File: src/rtl/common_vl_pack.sv
// rtl/common_vl_pack.sv - vl_rec record type shared by receive_send and its consumers
package common_vl_pack;

  typedef struct packed {
    logic       vl_bit;
    logic [3:0] vl_arr;
  } vl_rec;

  localparam int VL_REC_W = $bits(vl_rec);

  // Flat storage element so the FIFO array does not depend on the struct layout
  typedef logic [VL_REC_W-1:0] vl_rec_q_t;

endpackage

File: src/rtl/vl_rec_fifo_ctrl.sv
// rtl/vl_rec_fifo_ctrl.sv - pointer, occupancy and drop bookkeeping for vl_rec_buffer
module vl_rec_fifo_ctrl #(
  parameter int DEPTH  = 4,
  parameter int DROP_W = 8,
  localparam int PW = $clog2(DEPTH),
  localparam int CW = $clog2(DEPTH) + 1
) (
  input  logic              clk,
  input  logic              rst_n,
  input  logic              flush,
  input  logic              in_valid,
  input  logic              out_ready,
  output logic              wr_en,
  output logic [PW-1:0]     wr_ptr,
  output logic [PW-1:0]     rd_ptr,
  output logic [CW-1:0]     count,
  output logic              full,
  output logic              empty,
  output logic              overflow,
  output logic [DROP_W-1:0] drop_cnt
);

  logic [PW-1:0]     wr_ptr_q, rd_ptr_q;
  logic [CW-1:0]     count_q;
  logic              overflow_q;
  logic [DROP_W-1:0] drop_cnt_q;
  logic              pop, push, drop;

  always_comb begin
    full  = (count_q == CW'(DEPTH));
    empty = (count_q == '0);
    pop   = !empty && out_ready;
    // A full buffer still accepts when the head leaves in the same cycle
    push  = in_valid && (!full || pop);
    drop  = in_valid && full && !pop;
    wr_en = push && !flush;
  end

  always_ff @(posedge clk) begin
    if (!rst_n || flush) begin
      wr_ptr_q   <= '0;
      rd_ptr_q   <= '0;
      count_q    <= '0;
      overflow_q <= 1'b0;
      drop_cnt_q <= '0;
    end else begin
      if (push) wr_ptr_q <= wr_ptr_q + 1'b1;
      if (pop)  rd_ptr_q <= rd_ptr_q + 1'b1;
      if (push && !pop)      count_q <= count_q + 1'b1;
      else if (pop && !push) count_q <= count_q - 1'b1;
      if (drop) begin
        overflow_q <= 1'b1;
        if (drop_cnt_q != '1) drop_cnt_q <= drop_cnt_q + 1'b1;
      end
    end
  end

  assign wr_ptr   = wr_ptr_q;
  assign rd_ptr   = rd_ptr_q;
  assign count    = count_q;
  assign overflow = overflow_q;
  assign drop_cnt = drop_cnt_q;

endmodule

File: src/rtl/vl_rec_buffer.sv
// rtl/vl_rec_buffer.sv - first-word-fall-through vl_rec FIFO with sticky drop statistics
module vl_rec_buffer
  import common_vl_pack::*;
#(
  parameter int DEPTH  = 4,
  parameter int DROP_W = 8,
  localparam int PW = $clog2(DEPTH),
  localparam int CW = $clog2(DEPTH) + 1
) (
  input  logic              clk,
  input  logic              rst_n,
  input  logic              flush,
  input  logic              in_valid,
  input  vl_rec             in_rec,
  output logic              in_ready,
  output logic              out_valid,
  input  logic              out_ready,
  output vl_rec             out_rec,
  output logic [CW-1:0]     count,
  output logic              overflow,
  output logic [DROP_W-1:0] drop_cnt
);

  vl_rec_q_t     mem_q [DEPTH];
  logic          wr_en, full, empty;
  logic [PW-1:0] wr_ptr, rd_ptr;

  vl_rec_fifo_ctrl #(
    .DEPTH  (DEPTH),
    .DROP_W (DROP_W)
  ) u_ctrl (
    .clk       (clk),
    .rst_n     (rst_n),
    .flush     (flush),
    .in_valid  (in_valid),
    .out_ready (out_ready),
    .wr_en     (wr_en),
    .wr_ptr    (wr_ptr),
    .rd_ptr    (rd_ptr),
    .count     (count),
    .full      (full),
    .empty     (empty),
    .overflow  (overflow),
    .drop_cnt  (drop_cnt)
  );

  // Flush leaves storage alone; only reset guarantees out_rec reads zero
  always_ff @(posedge clk) begin
    if (!rst_n) begin
      for (int i = 0; i < DEPTH; i++) mem_q[i] <= '0;
    end else if (wr_en) begin
      mem_q[wr_ptr] <= in_rec;
    end
  end

  assign out_rec   = vl_rec'(mem_q[rd_ptr]);
  assign out_valid = !empty;
  assign in_ready  = !full;

endmodule

File: config.mk
export PLATFORM = sky130hd
export DESIGN_NAME = vl_rec_buffer
export DESIGN_NICKNAME = d
export VERILOG_FILES = /design/src/rtl/common_vl_pack.sv /design/src/rtl/vl_rec_fifo_ctrl.sv /design/src/rtl/vl_rec_buffer.sv
export SDC_FILE = /design/constraint.sdc
export NUM_CORES = 1
export LEC_CHECK = 0
export CAP_MARGIN = 20
export CORE_UTILIZATION = 47
export DETAILED_ROUTE_END_ITERATION = 8
export PLACE_DENSITY = 0.75
export SYNTH_ARGS = -nofsm -noshare
export SYNTH_HDL_FRONTEND = slang
export SYNTH_SLANG_ARGS = --single-unit
File: constraint.sdc
create_clock -name clk -period 2.1 [get_ports clk]
set_clock_uncertainty 0.1 [all_clocks]
set_input_delay 0.525 -clock clk [delete_from_list [all_inputs] [get_ports clk]]
set_output_delay 0.525 -clock clk [all_outputs]
set_load 0.03 [all_outputs]
==> impl_metrics.toml, run 1 <==
[status]
outcome = "complete, but fails checks"
violations = "negative setup slack"

[sta]
fin_tns_setup_ns = -0.0688
timing.final.ws_setup_ns = -0.0680
min_period_over_period_pct = 103
rsz0062_at_grt = "yes"
slew_headroom_pct = 77.8
hold_violations = 0
finalSetupViolations = 2
max_freq_mhz = 461
tightestPinTransition_ns = 0.332
timing.final.max_slew_violations = 0
fin_crit_ns = 2.17

[routing]
drtAntennaViolNets = 0
wl_um = 3560
firstDrtPassIters = 4
wl_per_cell_um = 14.8
vias_per_cell = 5.27
drt_iter0_drc = 34
drc = 0
vias = 1264

[floorplan]
die_h_um = 62.6
pin_count = 29
dieWidth_um = 62.6
dieArea_mm2 = 0.00392
core_mm2 = 0.00342
start_util_pct = 50.5
row_count = 21

[flow_run]
maxCapViolCount = 0

[layout]
multi_input_area_um2 = 803
instances_no_fill = 240
area_growth_pct = 35.3
regArea_um2 = 971
final_cell_mix = "and2_1 (20), edfxtp_1 (20), buf_4 (20), nor2_1 (14), dfxtp_1 (14)"
antennaDiodeCount = 0
final_nets = 206
fillers = 262
drive_above_1_share_pct = 31.4
fin_util_pct = 68.4

[critical_path]
crit_fanout = 2
cp-startpoint = "out_ready"
setup.worst_path.end = "u_ctrl.count[2]"
path_cells = "clkdlybuf4s15_1, or4b_4, nand2_4, inv_2, ha_4, inv_2, fa_2, xor2_1, or3_1, a21oi_2"
r2r-end = "u_ctrl.count[2]"
worstSetupPathType = "input pin to register"
arrival_ns = 2.33
rr_startpoint = "u_ctrl.count[1]"
rrSetupSlack_ns = -0.06
slowest_stage = "or4b_4"
crit_path_end_kind = "register"
critPathRequiredTime_ns = 2.26
max_stage_delay_ns = 0.55
startpoint_type = "input pin"
reg2regPathDepth = 8
crit_top_cell = "inv_2"

[synth]
synthTopCellsByArea = "edfxtp_1 (35%), dfxtp_1 (21%), and2_1 (7.2%)"
synth_top_family_by_area = "simple AND/OR/NAND/NOR gates"
yosysUniqueCellTypes = 31
synth_xor_area_share_pct = 4.57
synth_nets = 153
seq_area_frac_synth_pct = 55.7
yosys-mux-area-fraction_pct = 7.68
synth-edff-count = 20
synth-simple-area-share_pct = 22.1
ys_async_sr_fraction_pct = 0
synthFlopType = "edfxtp_1"
ys_seq_elements = 38
syn_area_mm2 = 0.00173
postSynthAreaPerCell_um2 = 12.3
synth-adder-area-share_pct = 2.61
ys_warn_count = 0
synth_top_area_share_pct = 34.8
synth_compound_area_share_pct = 6.23
yosysTopAreaCell = "edfxtp_1"
netlist_instances = 140

[placement]
port_buffers = 28
dp_hpwl_um = 2650
place.gp.congestion = 0.767
dp_cells = 230

[power_and_ir_drop]
p_clk_share_pct = 24.1
leakage_nw = 0.940
powerDensity_mw_per_mm2 = 622
p_sw_share_pct = 26.3
p_seq_share_pct = 56.8
vdd_ir_drop_max_v = 0.000259
p_comb_share_pct = 19.2
p_int_mw = 1.07
finalPower_mw = 1.45
p_switching_uw = 383

[global_routing]
grt_max_degree = 19
grt_pass1_wl_um = 5980
antenna_found_initial = 0
gr-total-overflow = 0
grt_pass1_vias = 1256
grt_usage_pct = 20.0

[clock_network]
clock-root-buffer = "clkbuf_4"
cts-hold-fix-buffers = 0
cts-buffers-inserted = 5
cts_tree = "done"
clock_sinks = 38
clock_latency_ns = 0.32
cts_max_level = 2
clk_pin_slew_ns = 0.10
cts_max_path_buffers = 2

[worst_hold_path]
hp-class = "register to register"
registers in the layout, summed over array words and instances (netlist names), named ones only:
signal / flops
u_ctrl.wr_ptr: 2
mem_q: 20
u_ctrl.rd_ptr: 2
u_ctrl.drop_cnt: 8
u_ctrl.count: 3
u_ctrl.overflow: 1
through the flow:
stage          cell area, um^2  setup slack (ns)  hold slack (ns)
2_1_floorplan             1780           -0.0742            0.385
3_3_place_gp              2260            -0.509            0.366
3_5_place_dp              2260            -0.591            0.395
4_1_cts                   2330            -0.121            0.427
5_1_grt                   2340            -0.143            0.450
6_report                  2340           -0.0680            0.421
cells in the mapped netlist, types with 5 or more instances:
cell type  number
o21ai_0         5
mux4_2          5
xor2_1          9
a21oi_1         6
nand2_1         5
dfxtp_1        18
nand3_1         5
nand2b_1        5
nor2_1         14
edfxtp_1       20
or3_1           5
and2_1         20
final cells by class:
| class | count | share of cell area (%) |
|---|---|---|
| sequential | 38 | 41.6 |
| clock inverter | 2 | 0.375 |
| multi-input combinational | 97 | 34.4 |
| timing repair buffer | 49 | 19.1 |
| tap | 46 | 2.46 |
| inverter | 2 | 0.321 |
| clock buffer | 6 | 1.77 |
logic make-up (layout without fill, tap and decap cells):
family          after synthesis  count (layout)
compound gates               15              15
xor+xnor                      9               9
fa+ha+maj                     3               3
buf+inv                       5              59
flops                        38              38
mux                           7               7
simple gates                 63              63
routing by layer:
metal	up-vias	share of wire, %	global-route usage, %
li1	613	-	-
met1	609	42	23.3
met2	35	53	35.9
met3	7	4.0	4.56
met4	0	1.3	6.98
met5	-	0	0
worst max-delay path: cells and delay by family:
| kind | cells | cell delay (ns) |
|---|---|---|
| buffers and inverters | 3 | 0.27 |
| xor gates and xnor gates | 1 | 0.07 |
| AOI/OAI and AO/OA | 1 | 0.15 |
| adders and majority gates | 2 | 0.34 |
| and+or+nand+nor | 3 | 0.97 |
worst min path at each step:
stage	startpoint	end	slack [ns]	cells past startpoint
after global placement	u_ctrl.overflow	u_ctrl.overflow	0.37	2
after floorplan	u_ctrl.rd_ptr[1]	register	0.38	2
after detailed placement	u_ctrl.overflow	u_ctrl.overflow	0.40	2
final	u_ctrl.overflow	u_ctrl.overflow	0.42	2
after CTS	u_ctrl.overflow	u_ctrl.overflow	0.43	2
after global routing	u_ctrl.drop_cnt[6]	u_ctrl.drop_cnt[6]	0.45	2
power groups by stage:
| stage | Clock [mW] | Sequential (mW) | Combinational [mW] |
|---|---|---|---|
| final | 0.350 | 0.825 | 0.279 |
| after global placement | 0 | 0.840 | 0.268 |
| after global routing | 0.395 | 0.829 | 0.300 |
| after floorplan | 0 | 0.854 | 0.141 |
| after detailed placement | 0 | 0.842 | 0.276 |
| after CTS | 0.357 | 0.826 | 0.278 |
timing repair:
action | 4_1_cts | 5_1_grt
resized for setup | 43 | 8
buffers inserted | 1 | 1
setup endpoints to repair | 32 | 22
pin swaps | 4 | 1
Note: power is estimated with default switching activity, not from simulation.
==> run 2, diff against run 1 <==
==> constraint.sdc (replaced) <==
create_clock -name clk -period 1.76 [get_ports clk]
set_clock_uncertainty 0.1 [all_clocks]
set_input_delay 0.44 -clock clk [delete_from_list [all_inputs] [get_ports clk]]
set_output_delay 0.44 -clock clk [all_outputs]
set_load 0.03 [all_outputs]
==> impl_metrics.toml, run 2 (same netlist as run 1, synthesis figures left out) <==
[status]
outcome = "complete, but fails checks"
violations = "negative setup slack"

[flow_run]
maxCapViolCount = 0

[layout]
fin_util_pct = 75.9
final_cell_mix = "edfxtp_1 (20), buf_6 (20), buf_4 (20), dfxtp_1 (14), nor2_1 (13)"
regArea_um2 = 971
drive_above_1_share_pct = 46.4
final_nets = 219
largest_reg_flops = 20
multi_input_area_um2 = 911
antennaDiodeCount = 0
top_register = "mem_q"
fillers = 236
instances_no_fill = 253
area_growth_pct = 50.1

[routing]
wl_met3_um = 143
drtAntennaViolNets = 0
firstDrtPassIters = 4
vias_per_cell = 5.19
highest_layer = "met4"
drc = 0
wl_um = 3930
vias = 1313
wl_per_cell_um = 15.5
wl_met2_um = 2130
drt_iter0_drc = 44
wl_met1_um = 1560

[global_routing]
grt_max_degree = 19
antenna_found_initial = 0
grt_usage_pct = 22.8
gr-total-overflow = 0
grt_pass1_vias = 1490
grt_pass1_wl_um = 6730

[critical_path]
critPathRequiredTime_ns = 1.94
arrival_ns = 2.29
r2r-end = "u_ctrl.count[2]"
rrSetupSlack_ns = -0.35
crit_fanout = 3
setup.worst_path.end = "u_ctrl.count[2]"
cp-startpoint = "u_ctrl.count[1]"
rr_startpoint = "u_ctrl.count[1]"
startpoint_type = "register"
worstSetupPathType = "register to register"
crit_path_end_kind = "register"
reg2regPathDepth = 8

[sta]
rsz0062_at_grt = "yes"
hold_violations = 0
hold_ws_ns = 0.411
timing.final.ws_setup_ns = -0.350
tightestPinTransition_ns = 0.358
finalSetupViolations = 54
timing.final.max_slew_violations = 0
slew_headroom_pct = 76.0
fin_crit_ns = 2.11
max_freq_mhz = 474
min_period_over_period_pct = 120

[power_and_ir_drop]
vdd_ir_drop_max_v = 0.000504
powerDensity_mw_per_mm2 = 707
leakage_nw = 1.03
finalPower_mw = 1.83

[clock_network]
clock-root-buffer = "clkbuf_4"
clock_sinks = 38
cts-buffers-inserted = 5
cts_max_path_buffers = 2
cts_tree = "done"
cts-hold-fix-buffers = 0
clk_pin_slew_ns = 0.11
clock_latency_ns = 0.34
cts_max_level = 2

[worst_hold_path]
hp-class = "register to register"

[placement]
dp_cells = 234
dp_hpwl_um = 2940
place.gp.congestion = 0.700
port_buffers = 28
place_ws_ns = -0.936

[floorplan]
pin_count = 29
start_util_pct = 50.5
die_h_um = 62.6
core_mm2 = 0.00342
dieWidth_um = 62.6
row_count = 21
dieArea_mm2 = 0.00392
-- run 2: metrics by stage --
stage / TNS (ns) / area [um^2]
after CTS: -8.03 / 2490
after global routing: -13.73 / 2590
after floorplan: -2.83 / 1830
final: -10.39 / 2590
after detailed placement: -32.57 / 2350
after global placement: -28.02 / 2350
-- run 2: critical path: stages, from the launching register on --
cell and delay, ns:
dfxtp_4 0.37, or3_4 0.41, nand2_4 0.09, ha_4 0.13
inv_2 0.03, fa_2 0.32, xor2_1 0.16, or3_1 0.32
a21oi_2 0.12
-- run 2: report_power, final --
part | internal (mW) | switching, mW
registers | 0.966 | 0.0199
clock network | 0.150 | 0.274
logic | 0.224 | 0.198
-- run 2: final cells by class --
type                    instances  area share [%]
flip-flops and latches         38            37.5
multi-input cells              97            35.2
repair buffers                 62            22.9
well taps                      46            2.22
clock buffers                   6            1.59
clock inverters                 2           0.338
inverters                       2           0.290
-- run 2: repair_timing --
action / CTS / global route
setup buffers: 7 / 5
gates resized for setup: 76 / 36
pin swaps: 9 / 12
endpoints found under the setup margin: 68 / 58
-- run 2: worst min-delay path by stage --
| stage | depth (start not counted) | endpoint | start |
|---|---|---|---|
| detailed placement | 2 | u_ctrl.drop_cnt[6] | u_ctrl.drop_cnt[6] |
| floorplan | 2 | register | u_ctrl.rd_ptr[1] |
| global route | 2 | u_ctrl.drop_cnt[4] | u_ctrl.drop_cnt[4] |
| global placement | 2 | u_ctrl.overflow | u_ctrl.overflow |
| finish | 2 | u_ctrl.drop_cnt[6] | u_ctrl.drop_cnt[6] |
| CTS | 2 | u_ctrl.drop_cnt[6] | u_ctrl.drop_cnt[6] |
-- run 2: layer usage --
| metal | up-vias | GRT usage (%) |
|---|---|---|
| met2 | 31 | 41.7 |
| li1 | 641 | - |
| met5 | - | 0 |
| met1 | 632 | 24.1 |
| met4 | 0 | 11.6 |
| met3 | 9 | 5.66 |
==> run 3, diff against run 2 <==
--- a/config.mk
+++ b/config.mk
@@ -7,6 +7,7 @@
 export LEC_CHECK = 0
 export CAP_MARGIN = 20
 export CORE_UTILIZATION = 47
+export CTS_CLUSTER_SIZE = 24
 export DETAILED_ROUTE_END_ITERATION = 8
 export PLACE_DENSITY = 0.75
 export SYNTH_ARGS = -nofsm -noshare
==> results of run 3 <==
No change in the layout: final DEF, timing and power equal those of run 2.
